### src/rtl/opc8_pkg.sv
// Shared types and widths for the opc8 memory arbiter slice.
package opc8_pkg;

    localparam int WORD_W = 24;

    typedef enum logic [1:0] {
        ARB_IDLE     = 2'd0,
        ARB_BUSY_CPU = 2'd1,
        ARB_BUSY_DMA = 2'd2
    } arb_state_t;

    typedef enum logic {
        OWN_CPU = 1'b0,
        OWN_DMA = 1'b1
    } owner_t;

endpackage

### src/rtl/opc8_wait_timer.sv
// Loadable down-counter that times the wait states of one memory access.
module opc8_wait_timer #(
    parameter int WAIT_STATES = 0
) (
    input  logic clk,
    input  logic reset_b,
    input  logic load,
    input  logic en,
    output logic done
);

    localparam int CW     = (WAIT_STATES > 0) ? $clog2(WAIT_STATES + 1) : 1;
    localparam int LOAD_I = (WAIT_STATES > 0) ? WAIT_STATES - 1 : 0;

    logic [CW-1:0] count;

    always_ff @(posedge clk or negedge reset_b) begin
        if (!reset_b) begin
            count <= '0;
        end else if (load) begin
            count <= CW'(LOAD_I);
        end else if (en && count != '0) begin
            count <= count - CW'(1);
        end
    end

    assign done = (count == '0);

endmodule

### src/rtl/opc8_mem_arbiter.sv
// Shares one memory port between the opc8 CPU and a DMA requester, with
// configurable wait states and a bounded DMA burst while the CPU waits.
module opc8_mem_arbiter
    import opc8_pkg::*;
#(
    parameter int WAIT_STATES   = 0,
    parameter int MAX_DMA_BURST = 4
) (
    input  logic              clk,
    input  logic              reset_b,
    input  logic [WORD_W-1:0] cpu_address,
    input  logic [WORD_W-1:0] cpu_dout,
    input  logic              cpu_rnw,
    input  logic              cpu_vpa,
    input  logic              cpu_vda,
    output logic [WORD_W-1:0] cpu_din,
    output logic              cpu_clken,
    input  logic              dma_req,
    input  logic [WORD_W-1:0] dma_address,
    input  logic [WORD_W-1:0] dma_wdata,
    input  logic              dma_rnw,
    output logic              dma_ack,
    output logic [WORD_W-1:0] dma_rdata,
    output logic              mem_ce,
    output logic [WORD_W-1:0] mem_address,
    output logic [WORD_W-1:0] mem_wdata,
    output logic              mem_rnw,
    input  logic [WORD_W-1:0] mem_rdata,
    output logic [1:0]        dbg_state
);

    localparam bit       MULTI   = (WAIT_STATES > 0);
    localparam logic [7:0] MAX_CNT = 8'(MAX_DMA_BURST);

    arb_state_t        state;
    owner_t            owner;
    logic              cpu_req, dma_win, cpu_win, start, last;
    logic              cpu_done, dma_done, timer_done;
    logic [WORD_W-1:0] own_address, own_wdata;
    logic              own_rnw;
    logic [7:0]        dma_cnt;

    opc8_wait_timer #(.WAIT_STATES(WAIT_STATES)) u_timer (
        .clk     (clk),
        .reset_b (reset_b),
        .load    (start && MULTI),
        .en      (state != ARB_IDLE),
        .done    (timer_done)
    );

    // Arbitration only happens in IDLE; a started access owns memory until its last cycle.
    always_comb begin
        cpu_req  = cpu_vpa | cpu_vda;
        dma_win  = 1'b0;
        cpu_win  = 1'b0;
        if (state == ARB_IDLE) begin
            dma_win = dma_req && (!cpu_req || dma_cnt < MAX_CNT);
            cpu_win = !dma_win && cpu_req;
        end
        start    = dma_win | cpu_win;
        last     = (state == ARB_IDLE) ? !MULTI : timer_done;
        owner    = (state == ARB_BUSY_DMA || dma_win) ? OWN_DMA : OWN_CPU;
        cpu_done = last && (state == ARB_BUSY_CPU || cpu_win);
        dma_done = reset_b && last && (state == ARB_BUSY_DMA || dma_win);
    end

    always_comb begin
        mem_address = cpu_address;
        mem_wdata   = cpu_dout;
        mem_rnw     = cpu_rnw;
        if (state != ARB_IDLE) begin
            mem_address = own_address;
            mem_wdata   = own_wdata;
            mem_rnw     = own_rnw;
        end else if (owner == OWN_DMA) begin
            mem_address = dma_address;
            mem_wdata   = dma_wdata;
            mem_rnw     = dma_rnw;
        end
    end

    // Reset forces clken high so the CPU's clken-gated reset synchroniser keeps running.
    assign mem_ce    = reset_b && (state != ARB_IDLE || start);
    assign cpu_clken = !reset_b || !cpu_req || cpu_done;
    assign dma_ack   = dma_done;
    assign dma_rdata = mem_rdata;
    assign cpu_din   = mem_rdata;
    assign dbg_state = state;

    always_ff @(posedge clk or negedge reset_b) begin
        if (!reset_b) begin
            state       <= ARB_IDLE;
            own_address <= '0;
            own_wdata   <= '0;
            own_rnw     <= 1'b1;
            dma_cnt     <= '0;
        end else begin
            case (state)
                ARB_IDLE: begin
                    if (MULTI && start) begin
                        state       <= (owner == OWN_DMA) ? ARB_BUSY_DMA : ARB_BUSY_CPU;
                        own_address <= mem_address;
                        own_wdata   <= mem_wdata;
                        own_rnw     <= mem_rnw;
                    end
                end
                ARB_BUSY_CPU, ARB_BUSY_DMA: begin
                    if (timer_done) state <= ARB_IDLE;
                end
                default: state <= ARB_IDLE;
            endcase

            if (cpu_done) begin
                dma_cnt <= '0;
            end else if (dma_done) begin
                if (!cpu_req)              dma_cnt <= '0;
                else if (dma_cnt < MAX_CNT) dma_cnt <= dma_cnt + 8'd1;
            end
        end
    end

endmodule
### config.mk
export PLATFORM = sky130hd
export DESIGN_NAME = opc8_mem_arbiter
export DESIGN_NICKNAME = d
export VERILOG_FILES = /design/src/rtl/opc8_pkg.sv /design/src/rtl/opc8_wait_timer.sv /design/src/rtl/opc8_mem_arbiter.sv
export SDC_FILE = /design/constraint.sdc
export NUM_CORES = 1
export LEC_CHECK = 0
export ABC_AREA = 1
export BUFFER_PORTS_ARGS = -buffer_cell sky130_fd_sc_hd__buf_2
export CAP_MARGIN = 0
export CORE_AREA = 2 2 88 90
export DETAILED_ROUTE_END_ITERATION = 8
export DIE_AREA = 0 0 90 92
export PLACE_DENSITY = 0.59
export SLEW_MARGIN = 10
export SYNTH_ARGS = -nofsm -noshare
export SYNTH_HDL_FRONTEND = slang
export SYNTH_SLANG_ARGS = --single-unit
### constraint.sdc
create_clock -name clk -period 1.54 [get_ports clk]
set_clock_uncertainty 0.1 [all_clocks]
set_input_delay 0.154 -clock clk [delete_from_list [all_inputs] [get_ports clk]]
set_output_delay 0.154 -clock clk [all_outputs]
set_load 0.02 [all_outputs]
==> run metrics, run 1 <==
Reg with most FFs=dma_cnt; # IOs=229; RSZ-0062 raised after global routing=yes; Commonest cells post-synth=nand2_1 (152), buf_4 (50), nor2_1 (11), inv_1 (10), dfrtp_1 (8); share of cells above drive strength 1=63.2%; Cell variety after synth=18; max_cap viols=0; GR Util All Layers=11.1%; Clock Latency Late Sink=0.22 ns; final instance area=2680 sq um; critical path fanouts, max=7; Filler cells=792; DP Wirelength=3.85 mm; setup_tns=-10.08 ns; Netlist Area Pre-Place=1390 sq um; Mean Syn Cell Area=5.40 sq um; crit-path most repeated cell=nand2_1; Leak Pwr=1.58 nW; Placement Cell Area=1950 sq um; Yosys reg bits=8; clock tree from TritonCTS=built; DR DRC count=0; effective utilization at floorplan=18.6%; EDFF count, synth=0; Chip Height=92 um; core area=7450 sq um; fraction of registers with async set/reset=100%; area of the die=8280 sq um; DR iter-0 viols=37; top post-synthesis cells by area=nand2_1 (41%), buf_4 (27%), dfrtp_1 (14%), nor2_1 (3.0%), inv_1 (2.7%); clock sinks=8; Critical Path RT=1.29 ns; WL per Instance=12.1 um; H-tree depth=1; Std-Cell Rows=32; CTS Buf Count=3; Post-DRT Antenna Nets=0; via count=1,902; outcome=finished with violations; final RePlAce weighted congestion=0.728; max FFs per register=8; antenna violations before repair=0; Vias/cell=4.01; most used flip-flop cell after synthesis=dfrtp_1; largest registers=dma_cnt: 8 flops; slowest CP cell=dfrtp_1; critical-path cell list=nor2_1, nand3_2, nand2_2, nand2_4, clkinv_8, clkbuf_16, nand2_1, nand2_1, buf_6; most numerous cell in the Yosys netlist=nand2_1; final global-route overflow total=0; Final Util=36.0%; CTS Buffer Depth=2; Synth warnings=49; Total Power=1.37 mW; P&R area growth vs syn=92.8%; dpl ws=-0.0432 ns; FMAX=560 MHz; Hold Vio Cnt, Final=0; hold crit path type=input port to primary output; post-synth top area cell=nand2_1; failing checks=setup timing; Slew Viols, Final=0; Final Setup Violations=53; width of the die=90 um; WS Path Type=flop to primary output; Port Buffers=154; min cycle time layout=1.79 ns; Worst VDD drop=0.544 mV; final WL=5.72 mm; NumNets Final=502; vias in the first global route=1,728; Worst setup EP type=primary output; pin count of the biggest net entering global routing=32; 1st-pass router iterations=4; Worst Path Arrival=1.53 ns; clock slew at reported path FFs=0.04 ns; Pwr per Cell Area=512 nW/um^2; share of the synthesized area in the top cell type=41.1%; worst setup margin=-0.245 ns; Post-Synthesis Cells=257; startpoint types=flop; crit share post-route=116%; first-pass GRT wire length=7.56 mm; ant diodes=0; share of the yosys chip area belonging to registers=14.4%; max incr delay on CP=0.37 ns; clk root buf=clkbuf_8
==> metrics by stage <==
step	hold slack [ns]	cells
after floorplan	-0.242	258
after global routing	0.208	474
after CTS	0.208	470
after global placement	-0.0302	463
final	0.208	474
after detailed placement	-0.0238	463
==> final cells by class <==
type	instances	area, sq um	share of cell area [%]
timing repair buffer	171	1340	49.9
tap	102	128	4.77
multi-input combinational	179	918	34.3
inverter	11	53.8	2.01
sequential	8	200	7.48
clock buffer	3	41.3	1.54
==> what timing repair did <==
item                                    in CTS  in global routing
endpoints found under the setup margin      51                 59
hold buffers                                 1                  0
setup buffers                                2                  2
hold endpoints to repair                     8                  0
pin swaps                                    4                 17
resized for setup                           46                134
gates cloned                                 1                  3
==> cells by family (layout without fill, tap and decap cells) <==
| logic type | Yosys count | count (layout) | share of synthesized area (%) |
|---|---|---|---|
| other | 1 | 2 | 0.270 |
| XOR/XNOR | 1 | 1 | 0.631 |
| flip-flops | 8 | 8 | 14.4 |
| AO/OA/AOI/OAI | 2 | 2 | 1.17 |
| buffers and inverters | 71 | 185 | 34.3 |
| AND/OR/NAND/NOR | 173 | 173 | 48.3 |
| adder cells (fa/ha/maj) | 1 | 1 | 0.901 |
==> worst paths after layout <==
check | slack [ns] | cells after the start | startpoint | end
max | -0.25 | 9 | dma_cnt[4] | mem_wdata[2]
max in group asynchronous | 0.94 | 3 | reset_b | dma_cnt[5]
min | 0.21 | 0 | mem_rdata[23] | cpu_din[23]
min reg2reg | 0.40 | 2 | dma_cnt[4] | dma_cnt[4]
min in group asynchronous | 0.27 | 3 | reset_b | dma_cnt[6]
max reg2reg | -0.05 | 10 | dma_cnt[4] | dma_cnt[1]
==> cells in the final DEF, fill, tap and decap left out, drive strengths merged <==
cell type	n
a21oi	1
buf	167
clkbuf	6
clkinv	1
conb	2
dfrtp	8
dlygate4sd3	1
ha	1
inv	10
nand2	154
nand3	7
nor2	12
o21bai	1
xnor2	1
==> layer usage <==
metal	vias to the layer above	GRT usage, %	wire length [um]
met5	-	0	0
met1	840	13.1	2210
met2	108	19.4	2890
met4	0	4.36	106
met3	16	2.96	513
li1	938	-	-
==> where the power goes <==
group	leakage (nW)	total, mW	internal, mW	switching, mW
logic	1.45	0.904	0.448	0.456
registers	0.110	0.224	0.218	0.00554
clock network	0.0216	0.244	0.169	0.0750
==> critical path, delay by kind of cell, from the launching register on <==
family	cells	cell delay [ns]
buffers and inverters	3	0.39
and+or+nand+nor	6	0.55
DFF	1	0.37
Note: power is estimated with default switching activity, not from simulation.
==> inputs of run 2 (changes only) <==
clock period = 1.8 ns   (was 1.54 ns; I/O delays follow)
==> run 2 against run 1 <==
  * The flow still finishes with violations (setup timing)
  * Clock power down 10%
  * Register-to-register slack gained 0.29 ns
  * Routed wire length is 3.2% higher
  * Die area is the same
  * Critical path depth unchanged
  * Worst setup slack improved by 0.22 ns
  * Worst hold slack improved by 0.013 ns
  * First-iteration DRC count up 16%
  * Combinational power shrank 15%
==> run metrics, run 2 (synthesis gave the netlist of run 1 again) <==
outcome=finished with violations; failing checks=setup timing; first-pass GRT wire length=7.67 mm (+1.4%); H-tree depth=1 (unchanged); crit share post-route=101%; critical path fanouts, max=7 (unchanged); beginning of the critical path=dma_cnt[2]; Worst VDD drop=0.430 mV (-21%); Worst Reg-to-Reg Cells=6 (-4); P&R area growth vs syn=90.6%; startpoint types=flop; ant diodes=0 (unchanged); DR iter-0 viols=43 (+16%); Post-DRT Antenna Nets=0 (unchanged); antenna violations before repair=0 (unchanged); share of total power in the clock network=18.6% (+0.8 points); CTS Buffer Depth=2 (unchanged); DR DRC count=0 (unchanged); FMAX=549 MHz; pin count of the biggest net entering global routing=32 (unchanged); clk root buf=clkbuf_8; final WL=5.91 mm (+3.2%); leading cell type in the layout, fill and taps excluded=buf_2; Pwr per Cell Area=444 nW/um^2 (-13%); clock sinks=8 (unchanged); Chip Height=92 um (unchanged); clock tree from TritonCTS=built; 1st-pass router iterations=4 (unchanged); Vias/cell=4.00 (-0.21%); GR Util All Layers=11.1% (about the same); max incr delay on CP=0.38 ns (about the same); Worst setup EP type=primary output; critical-path cell list=nor2_1, nand3_2, nand2_2, nand2_4, clkinv_8, clkbuf_16, nand2_2, nand2_2, buf_6; Comb pwr share=65.1% (-0.8 points); internal power=707 uW (-15%); max_cap viols=0 (unchanged); Hold Vio Cnt, Final=0 (unchanged); worst setup margin=-0.0212 ns (+0.224 ns); clock slew at reported path FFs=0.05 ns (about the same); dpl cells=458 (-1.1%); Leak Pwr=1.55 nW (-1.6%); WL per Instance=12.5 um (+3.8%); final global-route overflow total=0 (unchanged); Clock Latency Late Sink=0.23 ns (about the same); Sw Share=39.9% (+0.81 points); via count=1,886 (-0.84%); Port Buffers=154 (unchanged); Sw Pwr=470 uW (-12%); Worst Path Arrival=1.54 ns (about the same); Reg with most FFs=dma_cnt; area of the die=8280 sq um (unchanged); effective utilization at floorplan=18.6% (unchanged); slowest CP cell=dfrtp_1; dpl ws=0.148 ns (+0.191 ns); Final Setup Violations=21 (-60%); largest registers=dma_cnt: 8 flops; Slew Viols, Final=0 (unchanged); core area=7450 sq um (unchanged); Reg power frac=16.3% (about the same); share of cells above drive strength 1=64.5% (+1.3 points); WS Path Type=flop to primary output; # IOs=229 (unchanged); vias in the first global route=1,727 (-0.058%); commonest cells after routing, fill and taps aside=buf_2 (104), nand2_1 (91), nand2_2 (55); hold crit path type=input port to async pin; Finished Layout Cells=471 (-0.63%); NumNets Final=499 (-0.60%); RSZ-0062 raised after global routing=yes; min cycle time layout=1.82 ns; crit-path most repeated cell=nand2_2; CTS Buf Count=3 (unchanged); Crit Reg-Reg Startpoint=dma_cnt[2]; width of the die=90 um (unchanged); final RePlAce weighted congestion=0.750 (+3.1%); Critical Path RT=1.52 ns (+0.23 ns); DP Wirelength=3.80 mm (-1.1%); max FFs per register=8 (unchanged); Std-Cell Rows=32 (unchanged)
-- run 2: cell types whose count changed in the layout (fill, tap and decap cells not counted), sizes merged --
cell / change
clkbuf: +2
buf: -5
-- run 2: power by group through the flow --
stage	logic [mW]	registers, mW	clock network (mW)
after CTS	0.603	0.191	0.224
final	0.766	0.191	0.219
after global routing	0.822	0.192	0.238
after floorplan	0.445	0.193	0
after global placement	0.512	0.193	0
after detailed placement	0.515	0.194	0
-- run 2: area by class of cell --
cell class                 count  area [sq um]
clock buffer                   3          41.3
sequential                     8           200
timing repair buffer         168          1310
inverter                      11          53.8
tap                          102           128
fill                         799          4800
multi-input combinational    179           911
-- run 2: worst max-delay path: cells and delay by family, from the launching register on --
family                 cells  cell delay, ns
and+or+nand+nor            6            0.53
DFF                        1            0.38
buffers and inverters      3            0.39
-- run 2: through the flow --
step	instance area [sq um]	power, mW	utilization (%)	setup TNS, ns	hold WS, ns
floorplan	1390	0.637	-	0	-0.216
global placement	1900	0.705	25.5	0	-0.0638
detailed placement	1900	0.709	25.5	0	-0.0665
CTS	2160	1.02	29.0	-0.0908	0.224
global route	2650	1.25	35.6	-4.92	0.243
finish	2650	1.18	35.6	-0.143	0.221
-- run 2: final timing paths --
path / end / slack, ns
max: mem_address[0] / -0.02
min: dma_cnt[3] / 0.22
max reg2reg: dma_cnt[6] / 0.24
min reg2reg: dma_cnt[3] / 0.40
max in group asynchronous: dma_cnt[7] / 1.23
min in group clk: cpu_din[23] / 0.26
-- run 2: per-layer routing --
metal  share of wire [%]  GRT usage [%]
met2                  52           20.2
met1                  38           12.6
met3                 7.9           2.63
met5                   0              0
met4                 1.8           4.36
-- run 2: what timing repair did --
item,CTS,global route
gates resized for setup,65,115
buffers inserted,1,3
setup endpoints to repair,49,52
gates cloned,1,4
hold endpoints to repair,8,0
pin swaps,2,22
hold buffers,1,0
